[config.mk]
export PLATFORM = sky130hd
export DESIGN_NAME = swap_req_issuer
export DESIGN_NICKNAME = d
export VERILOG_FILES = /design/src/rtl/swap_pkg.sv /design/src/rtl/swap_req_fifo.sv /design/src/rtl/swap_req_issuer.sv
export SDC_FILE = /design/constraint.sdc
export NUM_CORES = 1
export LEC_CHECK = 0
export ABC_AREA = 1
export CAP_MARGIN = 10
export CORE_MARGIN = 2
export CORE_UTILIZATION = 23
export DETAILED_ROUTE_END_ITERATION = 16
export SYNTH_ARGS = -nofsm -noshare
export SYNTH_HDL_FRONTEND = slang
export SYNTH_SLANG_ARGS = --single-unit
export TNS_END_PERCENT = 100
[constraint.sdc]
create_clock -name clk -period 2.6 [get_ports clk]
set_input_delay 0.52 -clock clk [delete_from_list [all_inputs] [get_ports clk]]
set_output_delay 0.52 -clock clk [all_outputs]
set_load 0.05 [all_outputs]
[src/rtl/swap_pkg.sv]
// Types and default constants shared by the swap request initiator and the swap executor.
package swap_pkg;

    typedef enum logic [1:0] {
        ST_IDLE       = 2'b00,
        ST_ISSUE      = 2'b01,
        ST_WAIT_START = 2'b10,
        ST_BURST      = 2'b11
    } swap_state_e;

    // The executor's write burst is three cycles long (its s1..s3 sequence).
    localparam int SWAP_CYC_DEFAULT = 3;
    localparam int START_TO_DEFAULT = 2;
    localparam int SWAP_AW          = 4;

    typedef struct packed {
        logic [SWAP_AW-1:0] addr_a;
        logic [SWAP_AW-1:0] addr_b;
    } addr_pair_t;

endpackage

[src/rtl/swap_req_fifo.sv]
// Request FIFO for the swap initiator: power-of-2 depth, registered read, occupancy count.
module swap_req_fifo #(
    parameter int WIDTH = 8,
    parameter int DEPTH = 4
) (
    input  logic                     clk,
    input  logic                     rst,
    input  logic                     push,
    input  logic [WIDTH-1:0]         wdata,
    input  logic                     pop,
    output logic [WIDTH-1:0]         rdata,
    output logic [$clog2(DEPTH):0]   count
);

    localparam int PW = $clog2(DEPTH);
    localparam int CW = PW + 1;

    logic [WIDTH-1:0] mem [DEPTH];
    logic [PW-1:0]    wr_ptr_reg;
    logic [PW-1:0]    rd_ptr_reg;
    logic [CW-1:0]    count_reg;
    logic [WIDTH-1:0] rdata_reg;
    logic             push_ok;
    logic             pop_ok;

    assign push_ok = push && (count_reg != CW'(DEPTH));
    assign pop_ok  = pop && (count_reg != '0);

    // Storage has no reset so it can map onto block RAM.
    always_ff @(posedge clk) begin
        if (push_ok) begin
            mem[wr_ptr_reg] <= wdata;
        end
    end

    // Pointers are exactly PW bits wide, so they wrap modulo DEPTH on their own.
    always_ff @(posedge clk) begin
        if (rst) begin
            wr_ptr_reg <= '0;
            rd_ptr_reg <= '0;
            count_reg  <= '0;
            rdata_reg  <= '0;
        end else begin
            if (push_ok) begin
                wr_ptr_reg <= wr_ptr_reg + 1'b1;
            end
            if (pop_ok) begin
                rd_ptr_reg <= rd_ptr_reg + 1'b1;
                rdata_reg  <= mem[rd_ptr_reg];
            end
            case ({push_ok, pop_ok})
                2'b10:   count_reg <= count_reg + 1'b1;
                2'b01:   count_reg <= count_reg - 1'b1;
                default: ;
            endcase
        end
    end

    assign rdata = rdata_reg;
    assign count = count_reg;

endmodule

[src/rtl/swap_req_issuer.sv]
// Initiator side of the memory-swap handshake: queues address pairs and issues them one
// at a time to the swap executor, watching its write burst for completion and protocol errors.
module swap_req_issuer
    import swap_pkg::*;
#(
    parameter int AW       = SWAP_AW,
    parameter int DEPTH    = 4,
    parameter int SWAP_CYC = SWAP_CYC_DEFAULT,
    parameter int START_TO = START_TO_DEFAULT
) (
    input  logic                   clk,
    input  logic                   rst,
    input  logic                   req_valid,
    output logic                   req_ready,
    input  logic [AW-1:0]          req_addr_a,
    input  logic [AW-1:0]          req_addr_b,
    output logic                   swap,
    output logic [AW-1:0]          addr_a,
    output logic [AW-1:0]          addr_b,
    input  logic                   w,
    output logic                   done,
    output logic                   err,
    output logic [$clog2(DEPTH):0] pending
);

    localparam int CW = $clog2(DEPTH) + 1;
    localparam int BW = $clog2(SWAP_CYC + 2);
    localparam int TW = $clog2(START_TO + 1);

    localparam logic [1:0] IDLE       = ST_IDLE;
    localparam logic [1:0] ISSUE      = ST_ISSUE;
    localparam logic [1:0] WAIT_START = ST_WAIT_START;
    localparam logic [1:0] BURST      = ST_BURST;

    logic [1:0]      state_reg;
    logic [1:0]      state_next;
    logic [BW-1:0]   burst_cnt_reg;
    logic [BW-1:0]   burst_cnt_next;
    logic [TW-1:0]   to_cnt_reg;
    logic [TW-1:0]   to_cnt_next;
    logic            err_reg;
    logic            err_hit;
    logic            err_set;
    logic            done_hit;
    logic            fifo_push;
    logic            fifo_pop;
    logic [2*AW-1:0] fifo_rdata;
    logic [CW-1:0]   fifo_count;

    // Ready comes only from the registered count, so a pop never opens ready in the same cycle.
    assign req_ready = (fifo_count != CW'(DEPTH));
    assign fifo_push = req_valid && req_ready && (req_addr_a != req_addr_b);
    assign fifo_pop  = (state_reg == IDLE) && (fifo_count != '0);

    swap_req_fifo #(
        .WIDTH (2 * AW),
        .DEPTH (DEPTH)
    ) u_fifo (
        .clk   (clk),
        .rst   (rst),
        .push  (fifo_push),
        .wdata ({req_addr_a, req_addr_b}),
        .pop   (fifo_pop),
        .rdata (fifo_rdata),
        .count (fifo_count)
    );

    always_comb begin
        state_next     = state_reg;
        burst_cnt_next = burst_cnt_reg;
        to_cnt_next    = to_cnt_reg;
        err_hit        = 1'b0;
        done_hit       = 1'b0;
        case (state_reg)
            IDLE: begin
                err_hit = w;
                if (fifo_pop) begin
                    state_next = ISSUE;
                end
            end
            ISSUE: begin
                err_hit     = w;
                to_cnt_next = '0;
                state_next  = WAIT_START;
            end
            WAIT_START: begin
                if (w) begin
                    burst_cnt_next = BW'(1);
                    state_next     = BURST;
                end else if (to_cnt_reg == TW'(START_TO - 1)) begin
                    err_hit    = 1'b1;
                    state_next = IDLE;
                end else begin
                    to_cnt_next = to_cnt_reg + 1'b1;
                end
            end
            BURST: begin
                if (w) begin
                    // Saturate one past the legal length so an overlong burst stays visible.
                    if (burst_cnt_reg != BW'(SWAP_CYC + 1)) begin
                        burst_cnt_next = burst_cnt_reg + 1'b1;
                    end
                end else begin
                    done_hit   = 1'b1;
                    err_hit    = (burst_cnt_reg != BW'(SWAP_CYC));
                    state_next = IDLE;
                end
            end
            default: state_next = IDLE;
        endcase
    end

    // A reset cycle must never produce a done pulse or a fresh error.
    assign err_set = err_hit && !rst;
    assign done    = done_hit && !rst;

    always_ff @(posedge clk) begin
        if (rst) begin
            state_reg     <= IDLE;
            burst_cnt_reg <= '0;
            to_cnt_reg    <= '0;
            err_reg       <= 1'b0;
        end else begin
            state_reg     <= state_next;
            burst_cnt_reg <= burst_cnt_next;
            to_cnt_reg    <= to_cnt_next;
            err_reg       <= err_reg | err_set;
        end
    end

    // The FIFO read register only loads on an IDLE pop, so it doubles as the held operand pair.
    assign swap    = (state_reg == ISSUE);
    assign addr_a  = fifo_rdata[2*AW-1:AW];
    assign addr_b  = fifo_rdata[AW-1:0];
    assign err     = err_reg | err_set;
    assign pending = fifo_count;

endmodule

==> impl_metrics.env <==
export IMPL_die_area_mm2=0.0120
export IMPL_cts_hold_buf=0
export IMPL_path_clk_slew_ps=100
export IMPL_die_h_um=110
export IMPL_overflow=0
export IMPL_status="finished, final reports clean"
export IMPL_path_class="primary input to output port"
export IMPL_coreArea_mm2=0.0109
export IMPL_die_width_um=110
export IMPL_path_cells="clkdlybuf4s50_1 > nand2_1 > nand2_1 > o21bai_1 > o21ai_0 > buf_12"
export IMPL_dpl_cell_area_mm2=0.00307
export IMPL_gp_congestion=0.775
export IMPL_clockPowerShare_pct=19.2
export IMPL_grt_pass1_vias=1820
export IMPL_dp_final_hpwl_mm=3.55
export IMPL_first_pass_iters=4
export IMPL_largest_reg_flops=32
export IMPL_leakagePower_nw=1.25
export IMPL_wl_per_cell_um=11.2
export IMPL_cts_root_buffer="clkbuf_8"
export IMPL_rows=38
export IMPL_synth_seq_cells=55
export IMPL_postRouteAntennaNets=0
export IMPL_setup_violations=0
export IMPL_hold_viol_final=0
export IMPL_ir_drop_mv=0.346
export IMPL_layout_nets=332
export IMPL_cp_start_kind="primary input"
export IMPL_crit_fanout=5
export IMPL_worst_slew_pin_slew_ps=723
export IMPL_synth_net_count=290
export IMPL_clock_latency_ps=310
export IMPL_holdCritPathClass="register to register"
export IMPL_power_frac_comb_pct=41.8
export IMPL_syn_instance_count=263
export IMPL_p_int_mw=1.82
export IMPL_fin_skew_ps=7.05
export IMPL_pre_cts_slack_ps=-64.0
export IMPL_drc=0
export IMPL_antenna_found_initial=0
export IMPL_synth_cell_type_count=30
export IMPL_port_buffers=26
export IMPL_grt_pass1_wl_mm=8.56
export IMPL_seq_power_share_pct=39.0
export IMPL_syn_avg_cell_area_um2=9.76
export IMPL_cts_buffers=5
export IMPL_cpPeakStageDelay_ps=500
export IMPL_synth_area_mm2=0.00257
export IMPL_dr_total_vias=1853
export IMPL_cts_sinks=55
export IMPL_setup_slack_ps=145
export IMPL_fillers=1100
export IMPL_start_util_pct=23.6
export IMPL_htreeDepth=2
export IMPL_via_per_inst=4.15
export IMPL_grt_total_usage_pct=9.22
export IMPL_critPathSlowestCell="clkdlybuf4s50_1"
export IMPL_power_switching_mw=1.28
export IMPL_drive_gt1_share_pct=16.0
export IMPL_fin_setup_tns_ps=0
export IMPL_drt_iter0_drc=80
export IMPL_yosysWarnings=0
export IMPL_cp_end_kind="output port"
export IMPL_grt_max_degree=20
export IMPL_min_period_over_period_pct=94.4
export IMPL_slew_headroom_pct=51.7
export IMPL_cts_tree="yes"
export IMPL_fin_util_pct=29.3
export IMPL_syn_to_final_growth_pct=24.4
export IMPL_crit_top_cell="nand2_1"
export IMPL_design_area_mm2=0.00319
export IMPL_required_ps=2080
export IMPL_clk_path_buf_depth=2
export IMPL_finalMaxSlewViolations=0
export IMPL_arrival_ps=1930
export IMPL_power_density_mw_per_mm2=969
export IMPL_ios=27
export IMPL_drv_cap=0
export IMPL_layout_min_cycle_time_ps=2450
export IMPL_p_sw_share_pct=41.2
export IMPL_fmax_mhz=407
export IMPL_wirelength_mm=5.00
export IMPL_antenna_cells=0
export IMPL_rsz0062_at_grt="no"
export IMPL_seq_area_frac_synth_pct=55.4
layout by cell type, fill, tap and decap left out, drive strengths merged:
cell / n
a211oi: 1
a21oi: 12
and2: 1
buf: 17
bufinv: 1
clkbuf: 5
clkdlybuf4s50: 24
dfxtp: 23
edfxtp: 32
fa: 1
ha: 14
inv: 39
nand2: 31
nand3: 6
nand4: 2
nor2: 48
nor3: 3
o21ai: 37
o21bai: 1
o22ai: 8
path summary, 6_finish.rpt:
| kind | start | endpoint | slack (ps) | depth (start not counted) |
|---|---|---|---|---|
| setup / recovery | w | err | 150 | 6 |
| hold / removal | err_reg | err_reg | 460 | 2 |
| setup reg to reg | state_reg[1] | u_fifo.count[2] | 360 | 11 |
| hold reg to reg | err_reg | err_reg | 460 | 2 |
kinds of logic (layout without fill, tap and decap cells):
kind of cell,Yosys count,count (layout),share of synthesized area [%]
adders and majority gates,15,15,7.60
buffers and inverters,43,86,8.38
and+or+nand+nor,91,91,16.2
AOI/OAI and AO/OA,59,59,12.4
DFF,55,55,55.4
power groups by stage:
stage | Sequential [mW] | Clock (mW) | Combinational, mW
finish | 1.21 | 0.594 | 1.29
global route | 1.23 | 0.646 | 1.46
CTS | 1.21 | 0.617 | 1.31
detailed placement | 1.23 | 0 | 1.31
global placement | 1.23 | 0 | 1.29
floorplan | 1.35 | 0 | 0.855
per-stage QoR:
step	hold slack [ps]	cells	power [mW]
3_5_place_dp	446	438	2.54
4_1_cts	461	446	3.14
6_report	463	446	3.09
3_3_place_gp	438	438	2.51
2_1_floorplan	426	263	2.21
5_1_grt	480	446	3.34
what timing repair did:
item / 4_1_cts / 5_1_grt
gates resized for setup: 0 / 1
endpoints found under the setup margin: 0 / 1
buffers inserted: 0 / 0
final cells by class:
class / instances / area (um2) / area share (%)
Tap cell: 140 / 175 / 5.49
Inverter: 37 / 149 / 4.66
Multi-Input combinational cell: 165 / 936 / 29.3
Sequential cell: 55 / 1420 / 44.5
Clock inverter: 3 / 50.0 / 1.57
Timing Repair Buffer: 41 / 393 / 12.3
Clock buffer: 5 / 68.8 / 2.16
synth_stat cells, drive strengths merged:
cell	number	area share [%]
a211oi	1	0.49
a21oi	12	2.3
and2	1	0.34
buf	6	2.6
dfxtp	23	18
edfxtp	32	37
fa	1	0.78
ha	14	6.8
inv	37	5.8
nand2	31	5.4
nand3	6	1.4
nand4	2	0.49
nor2	48	8.1
nor3	3	0.58
o21ai	37	7.4
o21bai	1	0.29
o22ai	8	1.9
critical path, delay by kind of cell:
family,cells,cell delay [ps]
buf+inv,2,690
simple gates,2,240
compound gates,2,480
metal layers:
metal | vias up | share of wire (%) | GRT usage (%) | routed length [um]
li1 | 959 | - | - | -
met4 | 0 | 1.3 | 2.80 | 67
met5 | - | 0 | 0 | 0
met3 | 8 | 5.1 | 2.67 | 253
met1 | 842 | 45 | 11.7 | 2270
met2 | 44 | 48 | 15.2 | 2400
Note: power is estimated with default switching activity, not from simulation.
